## src/rtl/instruction_loader.sv

```systemverilog
// Byte-stream program loader: packs high/low byte pairs into 14-bit instruction
// words and writes them to consecutive program-memory addresses.
module instruction_loader #(
  parameter int ADDR_W   = 10,
  parameter int PROG_LEN = 1024
) (
  input  logic              clk,
  input  logic              reset,
  input  logic              start,
  input  logic              abort,
  input  logic [7:0]        byte_in,
  input  logic              byte_valid,
  output logic              byte_ready,
  output logic              mem_we,
  output logic [ADDR_W-1:0] mem_addr,
  output logic [13:0]       mem_wdata,
  output logic              busy,
  output logic              done,
  output logic              err
);

  typedef enum logic [2:0] {
    IDLE  = 3'd0,
    HI    = 3'd1,
    LO    = 3'd2,
    WRITE = 3'd3,
    DONE  = 3'd4,
    ERR   = 3'd5
  } state_t;

  localparam logic [ADDR_W-1:0] LAST_ADDR = ADDR_W'(PROG_LEN - 1);

  state_t            r_state;
  state_t            w_nextState;
  logic [5:0]        r_hiReg;
  logic [ADDR_W-1:0] r_memAddr;
  logic [13:0]       r_memWdata;

  logic w_loadStart;
  logic w_latchHi;
  logic w_latchLo;
  logic w_incAddr;

  always_ff @(posedge clk or posedge reset) begin
    if (reset) begin
      r_state <= IDLE;
    end else begin
      r_state <= w_nextState;
    end
  end

  // Outputs are pure state decodes; the datapath strobes are squashed by abort
  // so an aborted cycle leaves address and data untouched.
  always_comb begin
    w_nextState = r_state;
    w_loadStart = 1'b0;
    w_latchHi   = 1'b0;
    w_latchLo   = 1'b0;
    w_incAddr   = 1'b0;
    byte_ready  = 1'b0;
    mem_we      = 1'b0;
    busy        = 1'b0;
    done        = 1'b0;
    err         = 1'b0;

    case (r_state)
      IDLE: begin
        if (start) begin
          w_nextState = HI;
          w_loadStart = 1'b1;
        end
      end
      HI: begin
        byte_ready = 1'b1;
        busy       = 1'b1;
        if (byte_valid) begin
          if (byte_in[7:6] == 2'b00) begin
            w_nextState = LO;
            w_latchHi   = 1'b1;
          end else begin
            w_nextState = ERR;
          end
        end
      end
      LO: begin
        byte_ready = 1'b1;
        busy       = 1'b1;
        if (byte_valid) begin
          w_nextState = WRITE;
          w_latchLo   = 1'b1;
        end
      end
      WRITE: begin
        mem_we = 1'b1;
        busy   = 1'b1;
        if (r_memAddr == LAST_ADDR) begin
          w_nextState = DONE;
        end else begin
          w_nextState = HI;
          w_incAddr   = 1'b1;
        end
      end
      DONE: begin
        done = 1'b1;
        if (start) begin
          w_nextState = HI;
          w_loadStart = 1'b1;
        end
      end
      ERR: begin
        err = 1'b1;
        if (start) begin
          w_nextState = HI;
          w_loadStart = 1'b1;
        end
      end
      default: begin
        w_nextState = IDLE;
      end
    endcase

    if (abort) begin
      w_nextState = IDLE;
      w_loadStart = 1'b0;
      w_latchHi   = 1'b0;
      w_latchLo   = 1'b0;
      w_incAddr   = 1'b0;
    end
  end

  // The address increment happens only when leaving WRITE for another word, so
  // the final address PROG_LEN-1 is never incremented and cannot wrap.
  always_ff @(posedge clk or posedge reset) begin
    if (reset) begin
      r_hiReg    <= 6'd0;
      r_memAddr  <= '0;
      r_memWdata <= 14'd0;
    end else begin
      if (w_loadStart) begin
        r_memAddr <= '0;
      end else if (w_incAddr) begin
        r_memAddr <= r_memAddr + ADDR_W'(1);
      end
      if (w_latchHi) begin
        r_hiReg <= byte_in[5:0];
      end
      if (w_latchLo) begin
        r_memWdata <= {r_hiReg, byte_in};
      end
    end
  end

  assign mem_addr  = r_memAddr;
  assign mem_wdata = r_memWdata;

endmodule

```

## config.mk

```make
export PLATFORM = sky130hd
export DESIGN_NAME = instruction_loader
export DESIGN_NICKNAME = d
export VERILOG_FILES = /design/src/rtl/instruction_loader.sv
export SDC_FILE = /design/constraint.sdc
export NUM_CORES = 1
export LEC_CHECK = 0
export CORE_UTILIZATION = 47
export CTS_CLUSTER_SIZE = 25
export DETAILED_ROUTE_END_ITERATION = 10
export PLACE_DENSITY_LB_ADDON = 0.05
export SYNTH_ARGS = -nofsm -noshare
export SYNTH_HDL_FRONTEND = slang
export SYNTH_SLANG_ARGS = --single-unit
```

## constraint.sdc

```tcl
create_clock -name clk -period 1.74 [get_ports clk]
set_input_delay 0.174 -clock clk [delete_from_list [all_inputs] [get_ports clk]]
set_output_delay 0.174 -clock clk [all_outputs]
set_load 0.05 [all_outputs]
```

### Word level (Yosys, flattened, before mapping)

Index checks and enable logic that the tools add are counted.

* word-level logic and storage cells: 48
* memory bits (read-only): 0
* bits of input ports: 13
* memory bits (writable): 0
* output and inout bits: 29
* latch bits: 0
* memories kept: 0
* bits in registers: 33

* add/subtract/negate cells: 1
* equality and inequality tests: 9
* divide/modulo/power cells: 0
* order comparisons: 0
* mux-type cells: 27
* multipliers: 0
* reductions and logical operators: 7
* shift-type cells: 0
* bitwise operators: 0

Operators by type and width (number)
* 10-bit two-way mux: 2
* 1-bit two-way mux: 18
* 3-bit two-way mux: 6
* 3-bit case mux with 4 select lines: 1
* 10-bit by 1-bit adder with 10-bit output (second input constant): 1
* 10-bit equality test (second input constant): 1
* 3-bit by 2-bit equality test with 1-bit output (second input constant): 2
* 3-bit equality test (second input constant): 2
* 3-bit inequality test (second input constant): 2
* 3-bit OR reduction: 2
* 3-bit by 1-bit equality test with 1-bit output (second input constant): 1
* 3-bit logical NOT: 1
* 3-bit by 1-bit inequality test with 1-bit output (second input constant): 1
* 3-bit AND reduction: 1
* 2-bit logical NOT: 1
* 2-bit nonzero test: 1
* 2-bit OR reduction: 1

### Longest topological paths before layout

* depth after elaboration: 6
* gate-level depth with buffers: 6
* gate-level depth less buffers: 5

### Worst setup path before layout

Ideal clock, no wire load.

* path kind: reg2reg
* start point: reg r_memAddr[0] (netlist: mem_addr[0])
* end point: reg r_memAddr[2] (netlist: mem_addr[2])
* slack: -0.058 ns
* clock period less this slack: 1.798 ns
* stages on the path, launching flop included: 6
* setup time: 0.086 ns
* required time: 1.654 ns
* arrival: 1.712 ns
* buffers on the path: 0
* cell sequence: dfrtp_1 -> ha_1 -> nand3_1 -> o31ai_2 -> nor2_1 -> nor3_1

* cells in the longest elaborated chain, start to end: 5
* elaborated cells on any way between the ends: 8
* classes of those cells: 1 x add/sub; 1 x eq/ne; 5 x mux; 1 x reduce/logical

RTL lines
* start: declaration: line 36 `logic [ADDR_W-1:0] r_memAddr;`
* start signal: assignment: line 142 `r_memAddr <= r_memAddr + ADDR_W'(1);`
* parallel branches: the longest is 5 deep, another holds 10-bit by 1-bit adder with 10-bit output

Several ways; the timed one is not identified. The select of a mux whose other input is x is not followed.
A chain may end at the register's enable or synchronous reset.

### Worst setup path after layout

* start point: reg r_memWdata[7] (netlist: mem_wdata[7])
* end point: out mem_wdata[7]

RTL lines
* start: declaration: line 37 `logic [13:0] r_memWdata;`
* start signal: assignment: line 148 `r_memWdata <= {r_hiReg, byte_in};`
* end: declaration: line 16 `output logic [13:0] mem_wdata,`

No word-level cell between the ends.

==> results.sh <==
export IMPL_syn_inst=137
export IMPL_finalInstanceArea_mm2=0.002227
export IMPL_drtIter0Drc=87
export IMPL_avgViaCountPerCell=5.415
export IMPL_ff2ff_setup_slack_ns=0.15
export IMPL_setup_tns_ns=0
export IMPL_critPathBufInv=1
export IMPL_yosysMostFrequentCell="dfrtp_1"
export IMPL_setup_viol=0
export IMPL_fmax_mhz=598.9
export IMPL_dpl_cell_area_mm2=0.002108
export IMPL_die_y_um=59.48
export IMPL_startpoint="mem_wdata[7]"
export IMPL_drtAntennaViolNets=0
export IMPL_grt_pass1_wl_um=5533
export IMPL_drive_gt1_share_pct=31.77
export IMPL_dp_hpwl_um=2454
export IMPL_holdCritPathClass="input pin to async pin"
export IMPL_clock_path_buffers=2
export IMPL_dp_cells=228
export IMPL_fp_coreArea_mm2=0.003103
export IMPL_stdcell_count=236
export IMPL_ys_seq_area_share_pct=53.18
export IMPL_criticalPathCategory="flop to primary output"
export IMPL_ys_top_cells_by_count="33 x dfrtp_1, 20 x mux2_2, 10 x nor2_1, 7 x nand2_1, 7 x nand3_1"
export IMPL_route_vias_total=1278
export IMPL_hold_violations=0
export IMPL_fp_dieW_um=59.48
export IMPL_syn_area_mm2=0.001553
export IMPL_portBuffers=41
export IMPL_hold_buffers=0
export IMPL_outcome="finished, final reports clean"
export IMPL_synth_edf_count=0
export IMPL_finalMaxSlewViolations=0
export IMPL_rsz0062_at_grt="no"
export IMPL_multi_input_area_um2=699.4
export IMPL_cts_setup_buffers=0
export IMPL_drc=0
export IMPL_arrival_ns=1.50
export IMPL_clock_root_buffer="clkbuf_4"
export IMPL_seq_area_um2=830.8
export IMPL_cp_start_kind="flop"
export IMPL_synthArstFlopShare_pct=100.0
export IMPL_io_pins=42
export IMPL_synth_cell_types=35
export IMPL_rows=20
export IMPL_rr_worst_depth=5
export IMPL_syn_to_final_growth_pct=43.43
export IMPL_yosys_warnings=0
export IMPL_powerDensity_mw_per_mm2=921.0
export IMPL_cp_slowest_cell="clkdlybuf4s50_1"
export IMPL_relSlewSlack_pct=65.67
export IMPL_layout_min_cycle_time_ns=1.670
export IMPL_power_mw=2.051
export IMPL_numCtsBuffers=5
export IMPL_synth_top_cell_by_area="dfrtp_1"
export IMPL_cp_num_cells=1
export IMPL_gp_congestion=0.8559
export IMPL_p_leak_nw=1.108
export IMPL_cts_tree="done"
export IMPL_antenna_found_initial=0
export IMPL_die_area_mm2=0.003537
export IMPL_cts_sinks=33
export IMPL_synth_area_leaders="dfrtp_1 53%, mux2_2 15%, nor2_1 2.4%"
export IMPL_floorplan_initialDensity_pct=50.04
export IMPL_grt_max_degree=18
export IMPL_cp_end_kind="primary output"
export IMPL_cp_top_family="buffers and inverters"
export IMPL_timing_rr_start="mem_addr[0]"
export IMPL_ctsResizeCount=0
export IMPL_grt_usage_pct=21.21
export IMPL_grt_pass1_vias=1285
export IMPL_synth_avg_cell_area_um2=11.33
export IMPL_synth_seq_cells=33
export IMPL_routed_wl_um=3340
export IMPL_worst_pin_slew_ns=0.5141
export IMPL_crit_path_max_incr_delay_ns=0.81
export IMPL_filler_cell_count=238
export IMPL_place_ws_ns=-0.03085
export IMPL_syn_nets=151
export IMPL_drv_cap=0
export IMPL_setup_slack_ns=0.07040
export IMPL_nets=205
export IMPL_path_clk_slew_ns=0.11
export IMPL_worst_skew_pair_late_latency_ns=0.33
export IMPL_worstPathCellList="clkdlybuf4s50_1"
export IMPL_htreeDepth=2
export IMPL_dr_pass1_iters=4
export IMPL_synthFlopType="dfrtp_1"
export IMPL_reg2reg_to="mem_addr[6]"
export IMPL_skew_ns=0.008113
export IMPL_overflow=0
export IMPL_synthDominantCellAreaShare_pct=53.18
export IMPL_cp_max_fo=2
export IMPL_peakVddDrop_uv=631.2
export IMPL_antenna_cells=0
export IMPL_wl_per_cell_um=14.15
export IMPL_required_ns=1.57
export IMPL_fin_crit_sh_pct=95.95
-- cells by family (layout without fill, tap and decap cells) --
family | after synthesis | count (layout) | synth area share [%]
flops | 33 | 33 | 53.18
fa+ha+maj | 1 | 1 | 0.8057
compound gates | 24 | 24 | 11.20
mux | 20 | 20 | 14.50
simple gates | 47 | 47 | 16.12
buf+inv | 10 | 65 | 3.062
xor+xnor | 2 | 2 | 1.128
-- layout make-up --
cell class,instances,area share [%]
Multi-Input combinational cell,94,31.40
Inverter,6,1.011
Sequential cell,33,37.30
Clock buffer,5,1.685
Tap cell,44,2.472
Clock inverter,3,2.079
Timing Repair Buffer,51,24.04
-- stage by stage --
step / utilization [%] / hold slack (ns)
floorplan: - / 0.2882
global placement: 67.94 / 0.4833
finish: 71.77 / 0.1578
detailed placement: 67.94 / 0.4948
CTS: 70.65 / 0.1578
global route: 71.77 / 0.1765
-- registers in the layout, indices dropped and copies added (netlist names) --
register   count
mem_wdata     14
r_state        3
r_hiReg        6
mem_addr      10
-- worst max path at each step --
stage               slack [ns]       endpoint
floorplan                 0.02    mem_addr[2]
global placement          0.02     r_hiReg[2]
detailed placement       -0.03    mem_addr[5]
CTS                     0.0001    mem_addr[9]
global route             0.007  mem_wdata[12]
finish                    0.07   mem_wdata[7]
-- worst reg2reg max path, delay by kind of cell (launching register included) --
kind	cells	cell delay (ns)
AOI/OAI and AO/OA	2	0.29
and+or+nand+nor	2	0.57
adders and majority gates	1	0.26
DFF	1	0.41
-- layout by cell type, fill, tap and decap left out, types with 2 or more instances in the layout --
master           Yosys  layout
dfrtp_1             33      29
clkdlybuf4s50_1      0      22
mux2_2              20      20
buf_4                2      17
nor2_1              10      10
nand3_1              7       7
nand2_1              7       7
dlymetal6s2s_1       0       7
inv_1                6       6
o21ai_0              6       6
clkbuf_4             0       5
buf_12               0       5
nor3_1               5       4
nand2b_1             4       4
a21oi_1              5       4
dfrtp_2              0       4
nand4_1              3       3
or3_1                3       3
and4_1               2       2
o41ai_1              2       2
-- routing by layer --
metal / vias up / wire length, um / GRT usage, %
met5: - / 0 / 0
met2: 36 / 1775 / 37.08
li1: 613 / - / -
met1: 623 / 1381 / 24.75
met4: 0 / 46 / 8.844
met3: 6 / 137 / 5.022
-- report_power, final --
group / leakage (nW) / internal (mW) / switching [mW] / total, mW
registers: 0.439 / 0.861 / 0.0554 / 0.916
logic: 0.628 / 0.231 / 0.327 / 0.558
clock network: 0.0414 / 0.304 / 0.273 / 0.577
No activity file was read; power rests on OpenSTA's default activity.
